`src/rtl/fp_pkg.sv`:
```
// Shared types and constants for the fp32 add scheduler.
package fp_pkg;

  localparam int unsigned FP_W     = 32;
  // Widest requester index supported (N up to 16).
  localparam int unsigned ID_MAX_W = 4;

  // Operand stage payload.
  typedef struct packed {
    logic [FP_W-1:0]     a;
    logic [FP_W-1:0]     b;
    logic [ID_MAX_W-1:0] id;
  } s1_payload_t;

  // Response stage payload.
  typedef struct packed {
    logic [FP_W-1:0]     sum;
    logic [ID_MAX_W-1:0] id;
  } rsp_t;

endpackage

```
`src/rtl/fp32_add_core.sv`:
```
// Combinational single-precision adder, truncating toward zero.
// Zero/denormal exponents read as zero; an exact zero result is +0; overflow gives Inf.
module fp32_add_core
  import fp_pkg::*;
(
  input  logic [FP_W-1:0] a,
  input  logic [FP_W-1:0] b,
  output logic [FP_W-1:0] sum
);

  logic            a_big;
  logic [FP_W-1:0] big;
  logic [FP_W-1:0] sml;
  logic [7:0]      eb;
  logic [7:0]      es;
  logic [7:0]      ediff;
  logic [26:0]     mb;
  logic [26:0]     ms;
  logic [26:0]     ms_sh;
  logic [26:0]     mask;
  logic            eff_sub;
  logic [27:0]     mag;
  logic [4:0]      lz;
  logic [26:0]     norm;
  logic [9:0]      exp_r;
  logic [22:0]     frac;

  // Align the smaller operand, add/subtract magnitudes, renormalise and pack.
  always_comb begin
    mask  = '0;
    a_big = (a[30:0] >= b[30:0]);
    big   = a_big ? a : b;
    sml   = a_big ? b : a;
    eb    = big[30:23];
    es    = sml[30:23];
    // Mantissas carry 3 extra low bits (guard, round, sticky).
    mb    = (eb == 8'd0) ? '0 : {1'b1, big[22:0], 3'b000};
    ms    = (es == 8'd0) ? '0 : {1'b1, sml[22:0], 3'b000};
    ediff = eb - es;
    if (ediff >= 8'd27) begin
      ms_sh = {26'd0, |ms};
    end else begin
      mask  = (27'd1 << ediff[4:0]) - 27'd1;
      ms_sh = (ms >> ediff[4:0]) | {26'd0, |(ms & mask)};
    end
    eff_sub = big[31] ^ sml[31];
    mag     = eff_sub ? ({1'b0, mb} - {1'b0, ms_sh}) : ({1'b0, mb} + {1'b0, ms_sh});
    // Leading-zero count below the carry bit; the highest set bit wins.
    lz = 5'd27;
    for (int i = 0; i < 27; i++) begin
      if (mag[i]) lz = 5'(26 - i);
    end
    norm = mag[26:0] << lz;
    if (mag[27]) begin
      exp_r = {2'b00, eb} + 10'd1;
      frac  = 23'(mag >> 4);
    end else begin
      exp_r = {2'b00, eb} - {5'd0, lz};
      frac  = 23'(norm >> 3);
    end
    if (mag == '0 || exp_r[9] || exp_r == '0) begin
      sum = '0;
    end else if (exp_r >= 10'd255) begin
      sum = {big[31], 8'hFF, 23'd0};
    end else begin
      sum = {big[31], exp_r[7:0], frac};
    end
  end

endmodule

```
`src/rtl/fp_add_scheduler.sv`:
```
// Round-robin scheduler sharing one fp32 adder among N requesters.
// Two register stages (operands, result) with full-throughput backpressure.
module fp_add_scheduler
  import fp_pkg::*;
#(
  parameter int unsigned N   = 4,
  parameter int unsigned IDW = 2
) (
  input  logic              clk,
  input  logic              rst_n,
  input  logic [N-1:0]      req_valid,
  output logic [N-1:0]      req_ready,
  input  logic [N*FP_W-1:0] req_a,
  input  logic [N*FP_W-1:0] req_b,
  output logic              rsp_valid,
  input  logic              rsp_ready,
  output logic [IDW-1:0]    rsp_id,
  output logic [FP_W-1:0]   rsp_sum,
  output logic              busy
);

  logic            s1_v;
  logic            s2_v;
  s1_payload_t     s1;
  rsp_t            s2;
  logic [IDW-1:0]  rr_ptr;
  logic [IDW-1:0]  rr_nxt;
  logic [IDW-1:0]  gnt;
  logic [IDW-1:0]  idx;
  logic [IDW:0]    idx_w;
  logic            gnt_found;
  logic            hs;
  logic            s1_adv;
  logic            s2_adv;
  logic [FP_W-1:0] sel_a;
  logic [FP_W-1:0] sel_b;
  logic [FP_W-1:0] add_sum;

  // Stage advance conditions and round-robin grant search from rr_ptr.
  always_comb begin
    s2_adv    = !s2_v || rsp_ready;
    s1_adv    = !s1_v || s2_adv;
    gnt_found = 1'b0;
    gnt       = '0;
    idx_w     = '0;
    idx       = '0;
    for (int unsigned k = 0; k < N; k++) begin
      idx_w = {1'b0, rr_ptr} + (IDW+1)'(k);
      if (idx_w >= (IDW+1)'(N)) idx_w = idx_w - (IDW+1)'(N);
      idx = idx_w[IDW-1:0];
      if (!gnt_found && req_valid[idx]) begin
        gnt_found = 1'b1;
        gnt       = idx;
      end
    end
    // Gating with rst_n keeps req_ready low throughout reset.
    hs        = gnt_found && s1_adv && rst_n;
    req_ready = '0;
    if (hs) req_ready[gnt] = 1'b1;
    rr_nxt = (gnt == IDW'(N - 1)) ? '0 : gnt + 1'b1;
  end

  // Operand mux for the granted requester.
  always_comb begin
    sel_a = '0;
    sel_b = '0;
    for (int unsigned i = 0; i < N; i++) begin
      if (IDW'(i) == gnt) begin
        sel_a = req_a[i*FP_W +: FP_W];
        sel_b = req_b[i*FP_W +: FP_W];
      end
    end
  end

  fp32_add_core u_add (
    .a   (s1.a),
    .b   (s1.b),
    .sum (add_sum)
  );

  // Pipeline registers and round-robin pointer.
  always_ff @(posedge clk or negedge rst_n) begin
    if (!rst_n) begin
      s1_v   <= 1'b0;
      s2_v   <= 1'b0;
      s1     <= '0;
      s2     <= '0;
      rr_ptr <= '0;
    end else begin
      if (s1_adv) begin
        s1_v <= hs;
        if (hs) begin
          s1.a  <= sel_a;
          s1.b  <= sel_b;
          s1.id <= ID_MAX_W'(gnt);
        end
      end
      if (s2_adv) begin
        s2_v <= s1_v;
        // Only capture real results so the output holds the last sum when idle.
        if (s1_v) begin
          s2.sum <= add_sum;
          s2.id  <= s1.id;
        end
      end
      if (hs) rr_ptr <= rr_nxt;
    end
  end

  // Response channel and status.
  always_comb begin
    rsp_valid = s2_v;
    rsp_sum   = s2.sum;
    rsp_id    = IDW'(s2.id);
    busy      = s1_v | s2_v;
  end

endmodule

```
`config.mk`:
```
export PLATFORM = sky130hd
export DESIGN_NAME = fp_add_scheduler
export DESIGN_NICKNAME = d
export VERILOG_FILES = /design/src/rtl/fp_pkg.sv /design/src/rtl/fp32_add_core.sv /design/src/rtl/fp_add_scheduler.sv
export SDC_FILE = /design/constraint.sdc
export NUM_CORES = 1
export LEC_CHECK = 0
export BUFFER_PORTS_ARGS = -buffer_cell sky130_fd_sc_hd__buf_2
export CAP_MARGIN = 20
export CORE_MARGIN = 3
export CORE_UTILIZATION = 60
export CTS_CLUSTER_SIZE = 24
export DETAILED_ROUTE_END_ITERATION = 8
export GPL_TIMING_DRIVEN = 0
export PLACE_DENSITY = 0.87
export SLEW_MARGIN = 10
export SYNTH_ARGS = -nofsm -noshare
export SYNTH_HDL_FRONTEND = slang
export SYNTH_SLANG_ARGS = --single-unit
```
`constraint.sdc`:
```
create_clock -name clk -period 30.2 [get_ports clk]
set_clock_uncertainty 0.05 [all_clocks]
set_input_delay 1.51 -clock clk [delete_from_list [all_inputs] [get_ports clk]]
set_output_delay 1.51 -clock clk [all_outputs]
set_load 0.01 [all_outputs]
```
# Word level (Yosys, flattened, before mapping)
# Index checks and enable logic that the tools add are counted.
# W data, S select, Z words.
totals:
  register_bits: 104
  wordCells: 139
  output_inout_bits: 40
  input_bits: 263
classes:
  shifts: 3
  n_lt_le_gt_ge: 13
  bitwise_logic: 4
  addsub: 14
  n_eq_ne: 4
  mux: 69
  n_reduce_logical: 24
op_table:
  columns: ["op", "count"]
  rows:
  - ["$mux W32", 11]
  - ["$mux W27", 3]
  - ["$mux W5", 16]
  - ["$reduce_or A27 Y1", 2]
  - ["$mux W4", 9]
  - ["$ge A31 B31 Y1", 1]
  - ["$mux W31", 1]
  - ["$add A27 B27 Y28", 1]
  - ["$logic_not A28 Y1", 1]
  - ["$mux W28", 1]
  - ["$sub A27 B27 Y28", 1]
  - ["$and A27 B27 Y27", 1]
  - ["$or A27 B1 Y27", 1]
  - ["$shl A1 B5 Y27 const A", 1]
  - ["$shl A27 B5 Y26", 1]
  - ["$shr A27 B5 Y27", 1]
  - ["$sub A27 B1 Y27 const B", 1]
  - ["$mux W23", 1]
  - ["$mux W2", 11]
  - ["$logic_not A8 Y1", 2]
  - ["$lt A2 B3 Y1 const B", 5]
  - ["$ge A10 B8 Y1 const B", 1]
  - ["$logic_not A10 Y1", 1]
  - ["$mux W1", 10]
  - ["24 further kinds", 47]

# Longest topological paths before layout
# Gate-level depths: netlist (run 1).
logic_depth:
  word_depth: 43
  depth_mapped: 73
  depth_no_buf: 59

# Hierarchy
# From an unflattened synthesis (run 1), not the netlist that was laid out.
hier_totals:
  hier_cells: 1990
  hier_area_um2: 15170.8
modules_own_cells:
  columns: ["module", "cells_each", "seq_area_each_um2", "instances", "area_each_um2"]
  rows:
  - ["fp32_add_core", 1490, 0.0, 1, 9795.6]
  - ["fp_add_scheduler", 500, 2602.5, 1, 5375.2]

# Worst setup path after synthesis (run 1)
# No wires, ideal clock.
synth_timing:
  path_type: "register to register"
  startpoint: "register s1[32] (netlist name)"
  endpoint: "register s2, in the netlist rsp_sum[18]"
  n_path_buf: 17
  period_less_slack_ps: 13765
  t_arrival_ps: 13611
  setup_time_ps: 104
  required_ps: 30046
  path_stages_with_launch: 72
  slack_ps: 16435
  cell_sequence: "dfrtp_1 > inv_1 > ha_1 > buf_2 > nand3_1 > nor4_1 > a31oi_1 > and4_1 > buf_6 > nand2_4 > buf_12 > buf_4 > clkbuf_1 > clkbuf_1 > buf_1 > clkbuf_1 > mux2i_1 > ha_1 > [... 36 more ...] > buf_6 > buf_6 > ha_1 > inv_1 > fa_1 > a21o_1 > a21oi_1 > nor2b_1 > nor2_1 > nand4_1 > mux2_2 > o211a_1 > a41o_2 > a211oi_2 > buf_6 > nand2_1 > a211o_1 > o311ai_1"
synth_via:
  elab_chain_cells: 43
  elab_cells_between_ends: 60
  cone_classes: "add/sub: 6; order compare: 3; shift: 3; mux: 37; bitwise: 3; reduce/logical: 8"
synth_lines:
  columns: ["item", "line_no", "rtl"]
  rows:
  - ["$ge A31 B31 Y1", "fp32_add_core.sv:31", "a_big = (a[30:0] >= b[30:0]);"]
  - ["$mux W32, on equally long branches", "fp32_add_core.sv:32, fp32_add_core.sv:33", null]
  - ["$sub A8 B8 Y8", "fp32_add_core.sv:39", "ediff = eb - es;"]
  - ["$shl A1 B5 Y27", "fp32_add_core.sv:43", "mask = (27'd1 << ediff[4:0]) - 27'd1;"]
  - ["$sub A27 B1 Y27", "fp32_add_core.sv:43", null]
  - ["$and A27 B27 Y27", "fp32_add_core.sv:44", "ms_sh = (ms >> ediff[4:0]) | {26'd0, |(ms & mask)};"]
  - ["$reduce_or A27 Y1", "fp32_add_core.sv:44", null]
  - ["$or A27 B1 Y27", "fp32_add_core.sv:44", null]
  - ["[... 4 more ...]", null, null]
  - ["$mux W2 (2 in series)", "fp32_add_core.sv:51", "if (mag[i]) lz = 5'(26 - i);"]
  - ["$mux W4 (8 in series)", "fp32_add_core.sv:51", null]
  - ["$mux W5 (16 in series)", "fp32_add_core.sv:51", null]
  - ["$sub A8 B5 Y9", "fp32_add_core.sv:58", "exp_r = {2'b00, eb} - {5'd0, lz};"]
  - ["$mux W10", "fp32_add_core.sv:54", "if (mag[27]) begin"]
  - ["$ge A10 B8 Y1, or another cell as far along", "fp32_add_core.sv:63", "end else if (exp_r >= 10'd255) begin"]
  - ["$mux W31 / $logic_or A1 B1 Y1 (equally long branches)", "fp32_add_core.sv:63, fp32_add_core.sv:61", null]
  - ["$mux W32 (*)", "fp32_add_core.sv:61", "if (mag == '0 || exp_r[9] || exp_r == '0) begin"]
  - ["to (decl)", "fp_add_scheduler.sv:25", "rsp_t s2;"]
# Every way passes the cells marked *; elsewhere a longest branch is shown, timed or not.
# A chain may end at the register's enable or synchronous reset.

# Final worst setup path (run 1)
layout_timing:
  startpoint: "register s1[18] (netlist name)"
  endpoint: "register s2, in the netlist rsp_sum[18]"
layout_via:
  elab_chain_cells: 43
  elab_cells_between_ends: 60
  cone_classes: "add/sub: 6; order compare: 3; shift: 3; mux: 37; bitwise: 3; reduce/logical: 8"
layout_lines:
  columns: ["item", "line_no"]
  rows:
  - ["$ge A31 B31 Y1", "fp32_add_core.sv:31"]
  - ["$mux W32, on equally long branches", "fp32_add_core.sv:32, fp32_add_core.sv:33"]
  - ["$sub A8 B8 Y8", "fp32_add_core.sv:39"]
  - ["$shl A1 B5 Y27", "fp32_add_core.sv:43"]
  - ["$sub A27 B1 Y27", "fp32_add_core.sv:43"]
  - ["$and A27 B27 Y27", "fp32_add_core.sv:44"]
  - ["$reduce_or A27 Y1", "fp32_add_core.sv:44"]
  - ["$or A27 B1 Y27", "fp32_add_core.sv:44"]
  - ["[... 4 more ...]", null]
  - ["$mux W2 (2 in series)", "fp32_add_core.sv:51"]
  - ["$mux W4 (8 in series)", "fp32_add_core.sv:51"]
  - ["$mux W5 (16 in series)", "fp32_add_core.sv:51"]
  - ["$sub A8 B5 Y9", "fp32_add_core.sv:58"]
  - ["$mux W10", "fp32_add_core.sv:54"]
  - ["$ge A10 B8 Y1, or another cell as far along", "fp32_add_core.sv:63"]
  - ["$mux W31 / $logic_or A1 B1 Y1 (equally long branches)", "fp32_add_core.sv:63, fp32_add_core.sv:61"]
  - ["$mux W32 (*)", "fp32_add_core.sv:61"]
# Marks and branches as above.

==> results of run 1 <==
==> registers in the layout, summed over array words and instances (netlist names) <==
name	flops
rsp_id	2
rsp_sum	32
s1_v	1
rsp_valid	1
s1	66
rr_ptr	2
==> cells by family after synthesis <==
group,count (synthesis),synth area share [%]
AOI/OAI and AO/OA,812,33.6
xor gates and xnor gates,66,3.80
adders and majority gates,72,5.90
buffers and inverters,241,6.61
DFF,104,16.9
muxes,111,8.67
and+or+nand+nor,830,24.5
==> area by class of cell <==
type | instances | area share, %
timing repair buffer | 304 | 8.76
tap | 330 | 2.34
buffer | 164 | 4.13
inverter | 77 | 1.64
antenna | 2 | 0.0284
clock inverter | 6 | 0.269
sequential | 104 | 14.7
clock buffer | 10 | 1.35
multi-input combinational | 1891 | 66.7
==> cell usage after synthesis (all sizes together) (18+ instances only) <==
library cell / count
nand2b: 23
a22oi: 76
dfrtp: 104
buf: 52
mux2: 29
nor3: 51
xnor2: 35
nor2: 232
mux2i: 68
nor4: 18
o211ai: 29
nor2b: 26
inv: 77
and3: 21
o221ai: 18
o21ai: 218
a21o: 25
and2: 19
a31oi: 29
nand3: 44
nand2: 323
a211oi: 20
xor2: 31
clkbuf: 112
a21oi: 255
ha: 71
==> routing by layer <==
layer | wire length, um | track usage (%) | up-vias
met5 | 27 | 0 | -
met2 | 30600 | 76.1 | 1684
li1 | - | - | 8850
met1 | 24600 | 58.0 | 9231
met3 | 8230 | 10.0 | 437
met4 | 6130 | 32.0 | 4
==> worst paths after layout <==
path                               endpoint  slack [ns]         from
max in group asynchronous            s1[25]       28.33        rst_n
worst max-delay path            rsp_sum[18]       11.86       s1[18]
worst min register to register  rsp_sum[30]        0.43  rsp_sum[30]
worst min-delay path            rsp_sum[30]        0.43  rsp_sum[30]
min in group asynchronous       rsp_sum[13]        1.06        rst_n
worst max register to register  rsp_sum[18]       11.86       s1[18]
==> stage by stage <==
stage / hold slack, ns / utilization (%)
2_1_floorplan: 0.396 / -
3_3_place_gp: 0.406 / 68.8
3_5_place_dp: 0.412 / 68.9
4_1_cts: 0.429 / 70.1
5_1_grt: 0.455 / 70.1
6_report: 0.427 / 70.1
==> cells in the final DEF, fill, tap and decap left out, types with 17 or more instances in the layout <==
| cell | synthesis | routed |
|---|---|---|
| nand2b_1 | 23 | 23 |
| ha_1 | 71 | 71 |
| buf_2 | 20 | 322 |
| and3_1 | 21 | 21 |
| buf_1 | 19 | 19 |
| a31oi_1 | 28 | 28 |
| and2_1 | 17 | 17 |
| xnor2_1 | 35 | 35 |
| dfrtp_1 | 104 | 104 |
| o211ai_1 | 28 | 28 |
| a211oi_1 | 18 | 18 |
| nor3_1 | 49 | 49 |
| clkbuf_1 | 112 | 112 |
| mux2i_1 | 67 | 67 |
| o21ai_0 | 204 | 204 |
| o221ai_1 | 18 | 18 |
| nor2_1 | 231 | 231 |
| a21oi_1 | 253 | 253 |
| nand3_1 | 44 | 44 |
| mux2_2 | 26 | 26 |
| a22oi_1 | 75 | 75 |
| nor2b_1 | 26 | 26 |
| nand2_1 | 322 | 322 |
| inv_1 | 74 | 74 |
| xor2_1 | 30 | 30 |
| a21o_1 | 25 | 25 |
==> worst register-to-register path, delay by kind of cell, from the launching register on <==
family,cells,cell delay [ns]
AO/OA/AOI/OAI,24,6.16
XOR/XNOR,1,0.17
adder cells (fa/ha/maj),5,1.59
buffers and inverters,17,4.95
flip-flops,1,0.48
multiplexers,4,1.26
AND/OR/NAND/NOR,16,3.59
==> results.cfg, run 1 <==
[outcome]
status = complete, no violations

[global_route]
grtUsageTotal_pct = 47.6
grt_first_pass_wirelength_mm = 106
antenna_found_initial = 4
gr-total-overflow = 0
grt_pass1_vias = 19000
grt_max_degree = 70

[finish]
synthToLayoutAreaGrowth_pct = 14.6
final_cells = 2888
finalNetCount = 2886
register_area_um2 = 2600
fillCellCount = 2135
multi_input_area_um2 = 11800
finalInstanceArea_um2 = 17700
drive_gt1_share_pct = 17.4

[timing]
setup_violations = 0
fin_crit_sh_pct = 60.7
min_period_ns = 18.34
tightest_slew_ns = 1.09
maxSlewHeadroom_pct = 26.9
hold_viol_final = 0
drv_slew = 0
fmax_mhz = 54.5
fin_ws_ns = 11.86
setup_total_negative_slack_ns = 0
rsz0062_at_grt = false

[synth]
synthesis.nets = 2571
synthCells = 2236
ys_ff_latch = 104
ys_seq_area_share_pct = 16.9
netlist.area_leader.share_pct = 16.9
ys_warn_count = 0
synthFlopType = dfrtp_1
ys_top_cells_by_area = dfrtp_1, a21oi_1, nand2_1
async_flop_share_pct = 100
syn-cell-area_um2 = 15400
yosys.area.top_type = dfrtp_1
synth_edf_count = 0
synth_area_per_cell_um2 = 6.89
ys_types = 102

[clocking]
root_buffer = clkbuf_16
clkLatencyLatePin_ns = 0.37
cts_tree = done
cts_hold_buf = 0
clk_path_buf_depth = 2
cts_setup_buffers = 0
cts_buffers = 9
cts_max_level = 3
cts_sinks = 104
cts-resized-gates = 0
clk_pin_slew_worst_paths_ns = 0.09

[setup_path]
r2r_cells = 67
critPathTopFamily = compound AO/OA/AOI/OAI gates
worst-path-stages = 67
arrival_ns = 18.55
path_max_fanout = 11
slowest_stage = nor3_1
crit_path_end_kind = flip-flop
start_kind = flip-flop
crit_type = reg -> reg
worstPathRequired_ns = 30.41
critPathBufInv = 17
max_stage_delay_ns = 0.73

[placement]
dpl-instance-area_um2 = 17400
portBuffers = 302
place_ws_ns = 12.62
place_hpwl_mm = 55.9
routabilityCongestion = 1.13
placed_cells_incl_taps = 2870

[detailed_routing]
drt_iter0_drc = 2758
drc_errors = 0
drtPass1Iterations = 7
vias = 20200
wl_per_cell_um = 24.1
wl_mm = 69.6
antenna_left = 0
vias_per_cell = 7.00

[job]
drv_cap = 0

[floorplan]
rows = 58
io_pins = 303
die_w_um = 166
coreArea_um2 = 25200
dieArea_um2 = 27600
start_util_pct = 61.2
die_height_um = 166

[hold_path]
worstHoldPathType = reg -> reg
holdPathStages = 1
Power of run 1 is left out: the tool's default activity adds up to more than one toggle a clock period on the data nets, which glitch-free logic cannot reach.
==> run 2: changes to the inputs <==
- ABC_AREA: default -> 1
- CORE_UTILIZATION: 60 -> 57
- PLACE_DENSITY: 0.87 -> 0.84
- clock period: 30.2 -> 18.8 ns (I/O delays scaled with it)
==> run 2 against run 1 <==
  * The flow now finishes with violations (DRC)
  * Core utilization down 2.4 points
  * Sequential share of layout area up 1.0 points
  * Worst hold slack worse by 0.040 ns
  * Critical path type unchanged
==> results.cfg, run 2 <==
[outcome]
status = finished, violations left
violations = DRC

[floorplan]
coreArea_um2 = 24400
die_w_um = 164
io_pins = 303
start_util_pct = 58.2
die_height_um = 164
dieArea_um2 = 26800
rows = 57

[synth]
synthFlopType = dfrtp_1
synth_edf_count = 0
netlist.area_leader.share_pct = 18.3
yosys.area.top_type = dfrtp_1
ys_warn_count = 0
ys_types = 70
ys_ff_latch = 104
ys_seq_area_share_pct = 18.3
syn-cell-area_um2 = 14200
synthesis.nets = 2619
synthCells = 2284
ys_top_cells_by_area = dfrtp_1, nand2_1, nand3_1
synth_common_cells = nand2_1, nand3_1, nor2_1, inv_1, dfrtp_1
async_flop_share_pct = 100
synth_area_per_cell_um2 = 6.21
synth_most_common_cell = nand2_1

[timing]
min_period_ns = 12.95
setup_total_negative_slack_ns = 0
fin_crit_sh_pct = 68.9
rsz0062_at_grt = false
fmax_mhz = 77.2
tightest_slew_ns = 1.03
setup_violations = 0
drv_slew = 0
hold_viol_final = 0
maxSlewHeadroom_pct = 30.5

[setup_path]
max_stage_delay_ns = 0.56
slowest_stage = clkbuf_1
start_kind = flip-flop
cp_common_cell = nand2_1
path_max_fanout = 11
arrival_ns = 13.19
worstPathRequired_ns = 19.04
crit_path_end_kind = flip-flop
crit_type = reg -> reg

[clocking]
cts_tree = done
cts_max_level = 3
clkLatencyLatePin_ns = 0.37
cts_hold_buf = 0
cts_sinks = 104
root_buffer = clkbuf_16
clk_path_buf_depth = 2
clk_pin_slew_worst_paths_ns = 0.10
cts-resized-gates = 0
cts_setup_buffers = 0
cts_buffers = 9

[global_route]
grt_first_pass_wirelength_mm = 92.3
grt-busiest-layer = met2
grt_pass1_vias = 17300
grt_max_degree = 82
gr-usage-met1_pct = 56.0
antenna_found_initial = 9
gr-total-overflow = 0
grt_use_met2_pct = 69.0
use_met3_pct = 8.65
grtUsageTotal_pct = 43.7

[finish]
fin_util_pct = 67.7
largest_reg_flops = 66
drive_gt1_share_pct = 18.2
final_cell_mix = nand2_1, buf_2, nand3_1, nor2_1, inv_1
synthToLayoutAreaGrowth_pct = 16.3
layout_commonest_cell = nand2_1
regMostFlops = s1
finalNetCount = 2935
fillCellCount = 2249

[job]
drv_cap = 0

[placement]
portBuffers = 302
routabilityCongestion = 1.06
place_hpwl_mm = 49.4

[detailed_routing]
vias_per_cell = 6.33
wl_mm = 61.0
drt_iter0_drc = 3197
drtPass1Iterations = 9
drc_errors = 3
wl_per_cell_um = 20.8
vias = 18600
antenna_left = 0

[hold_path]
worstHoldPathType = in -> async
==> run 2: cell count changes in the layout (fill, tap and decap cells not counted), sizes merged, moves of 60 or more <==
cell / before / now
a21oi: 255 / 87
mux2i: 68 / 3
o21ai: 218 / 106
a221oi: 4 / 64
inv: 81 / 243
nand3: 44 / 281
nand2: 323 / 599
==> run 2: layout make-up <==
| cell class | instances | area (um^2) | share of cell area, % |
|---|---|---|---|
| sequential | 104 | 2600 | 15.8 |
| buffer | 127 | 651 | 3.94 |
| clock inverter | 7 | 95.1 | 0.576 |
| multi-input combinational | 1810 | 10000 | 60.7 |
| timing repair buffer | 305 | 1560 | 9.47 |
| inverter | 243 | 915 | 5.54 |
| antenna | 9 | 22.5 | 0.136 |
| clock buffer | 9 | 225 | 1.36 |
| tap | 324 | 405 | 2.46 |
==> run 2: worst paths after layout <==
path                             startpoint     endpoint  slack [ns]  cells past startpoint
worst max register to register       s1[64]  rsp_sum[10]        5.85                     66
worst min-delay path                  rst_n  rsp_sum[14]        0.39                      1
worst min register to register  rsp_sum[11]  rsp_sum[11]        0.43                      2
max in group asynchronous             rst_n  rsp_sum[25]       17.59                      2
worst max-delay path                 s1[64]  rsp_sum[10]        5.85                     66
min in group clk                rsp_sum[11]  rsp_sum[11]        0.43                      2
==> run 2: cells by family (layout without fill, tap and decap cells) <==
logic type	count (synthesis)	in the layout	synth area share, %
XOR/XNOR	58	58	3.98
other	0	9	0
flip-flops	104	104	18.3
buffers and inverters	370	691	11.0
AND/OR/NAND/NOR	1238	1238	39.0
AO/OA/AOI/OAI	439	439	21.0
multiplexers	3	3	0.212
adder cells (fa/ha/maj)	72	72	6.40
==> run 2: worst max-delay path, delay by kind of cell, from the launching register on <==
family                     cells  cell delay (ns)
and+or+nand+nor               34             5.21
AOI/OAI and AO/OA             14             2.40
buffers and inverters         10             2.20
adders and majority gates      5             1.82
xor gates and xnor gates       3             0.69
DFF                            1             0.48
==> run 2: routing by layer <==
layer	vias up	share of wire (%)
met5	-	0
met4	0	6.7
met3	267	12
met1	8397	37
met2	1501	44
li1	8425	-
==> run 2: stage by stage <==
| step | hold slack [ns] | cells | instance area (um^2) | worst slack (ns) |
|---|---|---|---|---|
| floorplan | 0.392 | 2284 | 14200 | 9.10 |
| global placement | 0.410 | 2910 | 16100 | 6.85 |
| detailed placement | 0.410 | 2911 | 16100 | 6.52 |
| CTS | 0.396 | 2927 | 16500 | 6.33 |
| global route | 0.399 | 2938 | 16500 | 5.16 |
| finish | 0.387 | 2938 | 16500 | 5.85 |
Power of run 2 is left out for the same reason.
